`config.mk`:
```
export PLATFORM = sky130hd
export DESIGN_NAME = bin2bcd_seq
export DESIGN_NICKNAME = d
export VERILOG_FILES = /design/src/rtl/bin2bcd_seq.sv
export SDC_FILE = /design/constraint.sdc
export NUM_CORES = 1
export LEC_CHECK = 0
export CAP_MARGIN = 5
export CORE_MARGIN = 2
export CORE_UTILIZATION = 53
export DETAILED_ROUTE_END_ITERATION = 16
export GPL_TIMING_DRIVEN = 0
export PLACE_DENSITY = 0.9
export SKIP_CTS_REPAIR_TIMING = 1
export SYNTH_ARGS = -nofsm -noshare
export SYNTH_HDL_FRONTEND = slang
export SYNTH_SLANG_ARGS = --single-unit
```
`constraint.sdc`:
```
create_clock -name clk -period 1.99 [get_ports clk]
set_input_delay 0.199 -clock clk [delete_from_list [all_inputs] [get_ports clk]]
set_output_delay 0.199 -clock clk [all_outputs]
set_load 0.03 [all_outputs]
```
`src/rtl/bin2bcd_seq.sv`:
```
// Sequential double-dabble binary-to-BCD converter, one bit per clock, with
// range saturation, an overflow flag and a leading-zero blanking mask.
module bin2bcd_seq #(
  parameter int BIN_W  = 14,
  parameter int DIGITS = 4
) (
  input  logic                clk,
  input  logic                rst,
  input  logic                start,
  input  logic [BIN_W-1:0]    bin,
  output logic                busy,
  output logic                done,
  output logic [4*DIGITS-1:0] bcd,
  output logic                ovf,
  output logic [DIGITS-1:0]   lz_mask
);

  localparam int BW = 4 * DIGITS;
  localparam int SW = BW + BIN_W;
  localparam int LW = (BIN_W > BW) ? BIN_W : BW;
  localparam int CW = $clog2(BIN_W + 1);

  localparam logic [0:0] IDLE  = 1'b0;
  localparam logic [0:0] SHIFT = 1'b1;

  function automatic logic [LW-1:0] calc_limit(input int nd);
    logic [LW-1:0] p;
    p = LW'(1);
    for (int i = 0; i < nd; i++) p = p * LW'(10);
    return p - LW'(1);
  endfunction

  localparam logic [LW-1:0] LIMIT = calc_limit(DIGITS);
  localparam logic [BW-1:0] NINES = {DIGITS{4'h9}};

  // Add-3 on every BCD nibble >= 5 (no carry between nibbles), then shift left.
  function automatic logic [SW-1:0] dabble_step(input logic [SW-1:0] s);
    logic [SW-1:0] t;
    t = s;
    for (int i = 0; i < DIGITS; i++) begin
      if (t[BIN_W+4*i +: 4] >= 4'd5) t[BIN_W+4*i +: 4] = t[BIN_W+4*i +: 4] + 4'd3;
    end
    return {t[SW-2:0], 1'b0};
  endfunction

  // Units digit is never blanked, so bit 0 stays 0.
  function automatic logic [DIGITS-1:0] blank_mask(input logic [BW-1:0] d);
    logic [DIGITS-1:0] m;
    logic              z;
    m = '0;
    z = 1'b1;
    for (int i = DIGITS - 1; i >= 1; i--) begin
      z    = z & (d[4*i +: 4] == 4'd0);
      m[i] = z;
    end
    return m;
  endfunction

  logic [0:0]    state;
  logic [CW-1:0] cnt;
  logic          ovf_pend;
  logic [SW-1:0] sr;
  logic [SW-1:0] sr_next;
  logic [BW-1:0] final_bcd;
  logic          last;
  logic [LW-1:0] bin_ext;

  always_comb begin
    sr_next   = dabble_step(sr);
    final_bcd = ovf_pend ? NINES : sr_next[SW-1 -: BW];
    last      = (cnt == CW'(BIN_W - 1));
    bin_ext   = LW'(bin);
  end

  assign busy = (state == SHIFT);

  always_ff @(posedge clk) begin
    if (rst) begin
      state    <= IDLE;
      cnt      <= '0;
      ovf_pend <= 1'b0;
      done     <= 1'b0;
      bcd      <= '0;
      ovf      <= 1'b0;
      lz_mask  <= '0;
    end else begin
      done <= 1'b0;
      case (state)
        IDLE: begin
          if (start) begin
            cnt      <= '0;
            ovf_pend <= (bin_ext > LIMIT);
            state    <= SHIFT;
          end
        end
        default: begin
          cnt <= cnt + 1'b1;
          if (last) begin
            state   <= IDLE;
            done    <= 1'b1;
            bcd     <= final_bcd;
            ovf     <= ovf_pend;
            lz_mask <= blank_mask(final_bcd);
          end
        end
      endcase
    end
  end

  // Shift register is pure data; stale contents are harmless once state is IDLE.
  always_ff @(posedge clk) begin
    if (state == IDLE && start) sr <= {{BW{1'b0}}, bin};
    else if (state == SHIFT)    sr <= sr_next;
  end

endmodule

```
==> results of run 1 <==
## metrics by stage
| stage | worst slack [ps] | hold slack, ps | cells | power (mW) |
|---|---|---|---|---|
| after CTS | -102 | 352 | 359 | 2.72 |
| after global routing | -91.9 | 390 | 361 | 2.84 |
| final | 83.7 | 363 | 361 | 2.72 |
| after detailed placement | -271 | 443 | 344 | 1.79 |
| after floorplan | 179 | 359 | 253 | 1.66 |
| after global placement | -193 | 433 | 344 | 1.76 |
## flip-flops by register name, summed over array words and instances (netlist names)
name	flops
lz_mask	3
cnt	4
ovf	1
sr	30
busy	1
ovf_pend	1
bcd	16
done	1
## synthesized netlist by cell type, drive strengths merged (2+ instances only)
master and number:
nor2 19, a21o 2, mux2i 8, clkbuf 8
o21ai 10, inv 12, xnor2 5, nor3 9
mux2 13, a22o 11, a21oi 16, o31ai 5
edfxtp 14, ha 10, nand2b 8, nor2b 2
buf 4, a211oi 7, nand3 2, nor3b 4
nand2 27, dfxtp 43
## logic make-up after synthesis
| kind of cell | Yosys count | share of synthesized area (%) |
|---|---|---|
| buf+inv | 24 | 3.71 |
| mux | 21 | 8.83 |
| fa+ha+maj | 10 | 4.88 |
| xor+xnor | 5 | 1.71 |
| other cells | 1 | 0.146 |
| compound gates | 57 | 15.3 |
| simple gates | 78 | 15.5 |
| flops | 57 | 50.0 |
## routing by layer
| metal | track usage [%] | up-vias | wire, um |
|---|---|---|---|
| met5 | 0 | - | 0 |
| met4 | 14.9 | 0 | 170 |
| met3 | 7.00 | 16 | 372 |
| met2 | 37.3 | 76 | 2750 |
| met1 | 25.2 | 965 | 2310 |
| li1 | - | 997 | - |
## layout make-up
class	count	area share [%]
buffer	12	1.55
clock buffer	15	5.17
inverter	12	1.52
multi-input combinational	172	37.8
sequential	57	39.9
tap	54	2.10
timing repair buffer	39	12.0
## final timing paths
check,from,end,slack (ps),depth (start not counted)
max,cnt[0],lz_mask[1],80,6
min reg2reg,lz_mask[2],lz_mask[2],450,2
min,rst,bcd[7],360,2
max reg2reg,cnt[0],lz_mask[1],80,6
## worst max-delay path, delay by kind of cell (launching register included)
kind	cells	cell delay, ps
adder cells (fa/ha/maj)	1	240
AND/OR/NAND/NOR	3	710
flip-flops	1	410
AO/OA/AOI/OAI	2	460
## where the power goes
| group | internal, mW | switching (mW) |
|---|---|---|
| registers | 1.28 | 0.0633 |
| clock network | 0.515 | 0.418 |
| logic | 0.193 | 0.251 |
| total | 1.99 | 0.732 |
==> metrics.cfg, run 1 <==
[yosys]
synth_area_leaders = dfxtp_1 34%, edfxtp_1 16%, mux2_2 5.7%
synthFlopType = dfxtp_1
synth_edf_count = 14
synth_nets = 280
syn-cell-area_um2 = 2560
yosysSeqAreaShare_pct = 50.0
synth.avg_cell_area_um2 = 10.1
ys_types = 40
async_flop_share_pct = 0
netlist.area_leader.share_pct = 33.6
synth_cells = 253
yosys_register_bits = 57
ys_warn_count = 0
synth_top_cell_by_area = dfxtp_1

[global_route]
grt_pass1_vias = 2023
grt_pass1_wl_um = 9000
antenna_found_initial = 0
grt_max_degree = 16
overflow = 0
track_usage_pct = 22.7

[pwr]
p_leak_nw = 1.23
ir_drop_mv = 0.485
p_per_area_nw_per_um2 = 845

[layout]
area_delta_synth_final_pct = 25.5
drive_above_1_share_pct = 13.4
nNetsFinal = 330
ff_latch_area_um2 = 1280
multi_input_area_um2 = 1220
fin_util_pct = 68.6
fillers = 348
final_common_cell = dfxtp_1
design_area_um2 = 3220
final_cell_mix = 41 x dfxtp_1, 37 x clkdlybuf4s50_1, 27 x nand2_1, 17 x nor2_1
diodes = 0

[floorplanning]
initial_core_util_pct = 54.7
die_area_um2 = 5410
coreArea_um2 = 4690
dieHeight_um = 73.6
rows = 25
pin_count = 40
die_w_um = 73.6

[clock_tree]
path_clk_slew_ps = 60
clock-sinks = 57
clockBufferDepth = 2
clock_latency_ps = 340
cts_made_buffers = 9
cts_tree = built
root_buffer = clkbuf_8
h-tree-depth = 3

[setup_path]
cp.arrival_ps = 2150
crit_fanout = 7
critPathRequiredTime_ps = 2230
path_class = flip-flop to flip-flop
crit_path_start_kind = flip-flop
critPathSlowestCell = dfxtp_1
cp_slowest_stage_delay_ps = 410
path_cells = ha_2 -> nand4_4 -> nor3_4 -> and4b_1 -> o2111ai_1 -> o41ai_2
endpoint_kind = flip-flop

[detailed_routing]
drt_first_pass_iters = 5
antenna_left = 0
num_vias = 2054
wl_per_cell_um = 15.5
drt_iter0_drc = 210
vias_per_cell = 5.69
drt-total-wl_um = 5600
drt_drc_violations_left = 0

[sta]
setup_tns_ps = 0
rsz0062_at_grt = yes
period_minus_slack_ps = 1910
hold_viol_final = 0
setup_viol = 0
maxSlewViolCount = 0
max_freq_mhz = 525
tightest_slew_ps = 641
relSlewSlack_pct = 57.2
skew_ps = 6.85
final.period_utilization_pct = 95.8

[flow_run]
maxCapViolCount = 0

[placed_design]
place_area_um2 = 3000
gp_congestion = 0.801
port_buffers = 37
dp_hpwl_um = 3990

[min_path]
hold_class = primary input to flip-flop

[outcome]
status = complete, no violations

(Power assumes the default switching activity.)
==> run 2: changes to the inputs <==
CORE_ASPECT_RATIO = 0.6   (was default)
==> metrics.cfg, run 2 (synthesized netlist as in run 1, its figures left out) <==
[layout]
nNetsFinal = 330
top_regs = sr (30), bcd (16), cnt (4)
fin_cells = 371
diodes = 0
drive_above_1_share_pct = 14.6
final_common_cell = dfxtp_1
largest_register = sr
area_delta_synth_final_pct = 27.9
final_cell_mix = 42 x dfxtp_1, 37 x clkdlybuf4s50_1, 27 x nand2_1, 18 x nor2_1
largest_reg_flops = 30
fillers = 334

[sta]
hold_viol_final = 0
max_freq_mhz = 515
maxSlewViolCount = 0
period_minus_slack_ps = 1940
setup_viol = 0
rsz0062_at_grt = yes
tightest_slew_ps = 561
relSlewSlack_pct = 62.6
final.period_utilization_pct = 97.7
hold_ws_ps = 366
skew_ps = 7.46

[floorplanning]
die_area_um2 = 5430
rows = 19
coreArea_um2 = 4610
initial_core_util_pct = 55.6
die_w_um = 93.8
dieHeight_um = 57.9
pin_count = 40

[detailed_routing]
antenna_left = 0
num_vias = 2070
drt-total-wl_um = 5950
drt_iter0_drc = 137
drt_drc_violations_left = 0
wl_per_cell_um = 16.0
drt_first_pass_iters = 5
vias_per_cell = 5.58

[global_route]
grt_max_degree = 16
grt_pass1_vias = 2085
antenna_found_initial = 0
track_usage_pct = 24.2
overflow = 0
grt_pass1_wl_um = 9720

[flow_run]
maxCapViolCount = 0

[setup_path]
crit_path_start_kind = flip-flop
endpoint_kind = flip-flop
critPathRequiredTime_ps = 2250
r2r_cells = 6
crit_fanout = 7
path_class = flip-flop to flip-flop
cp.arrival_ps = 2200

[clock_tree]
clock-sinks = 57
cts_made_buffers = 9
clockBufferDepth = 2
root_buffer = clkbuf_8
clock_latency_ps = 350
cts_tree = built
h-tree-depth = 3
path_clk_slew_ps = 60

[placed_design]
dp_hpwl_um = 4180
dp_cells = 353
port_buffers = 37
gp_congestion = 0.965

[min_path]
hold_class = primary input to flip-flop
holdPathStages = 2

[pwr]
ir_drop_mv = 0.495
p_per_area_nw_per_um2 = 891
p_leak_nw = 1.25

[outcome]
status = complete, no violations

[run 2: per-layer routing]
layer	global-route usage, %	vias up	routed length, um	part of all wire, %
li1	-	1001	-	-
met1	31.9	976	2730	46
met2	36.7	81	2680	45
met3	9.10	12	480	8.1
met4	8.90	0	68	1.1
met5	0	-	0	0
[run 2: path summary, 6_finish.rpt]
check | start | slack, ps | to
setup / recovery | cnt[0] | 50 | lz_mask[1]
hold / removal | rst | 370 | bcd[7]
setup reg to reg | cnt[0] | 50 | lz_mask[1]
hold reg to reg | lz_mask[2] | 450 | lz_mask[2]
[run 2: cell type report]
cell class              count  area, um^2  share of cell area, %
plain buffers              12        50.0                   1.53
clock buffers              14         173                   5.26
clock inverters             2        35.0                   1.07
inverters                  12        45.0                   1.37
multi-input cells         172        1230                   37.5
flip-flops and latches     57        1280                   39.1
well taps                  63        78.8                   2.40
repair buffers             39         385                   11.7
[run 2: worst max-delay path, stage by stage, from the launching register on]
cell       delay [ps]
dfxtp_1           400
ha_2              240
nand4_4           190
nor3_4            250
and4b_2           300
o2111ai_2         190
o41ai_2           290
[run 2: stage by stage]
| step | instance area (um^2) | setup WS [ps] | setup TNS (ps) | utilization (%) | total power [mW] |
|---|---|---|---|---|---|
| finish | 3280 | 46.6 | 0 | 71.1 | 2.92 |
| CTS | 3220 | -184 | -184 | 69.9 | 2.91 |
| global placement | 3010 | -241 | -2020 | 65.4 | 1.77 |
| floorplan | 2560 | 179 | 0 | - | 1.66 |
| global route | 3280 | -52.5 | -65.6 | 71.1 | 3.04 |
| detailed placement | 3010 | -288 | -2440 | 65.4 | 1.80 |
[run 2: power by group]
group | internal [mW] | switching, mW | total, mW
combinational | 0.196 | 0.262 | 0.458
sequential | 1.28 | 0.0669 | 1.35
clock | 0.679 | 0.440 | 1.12
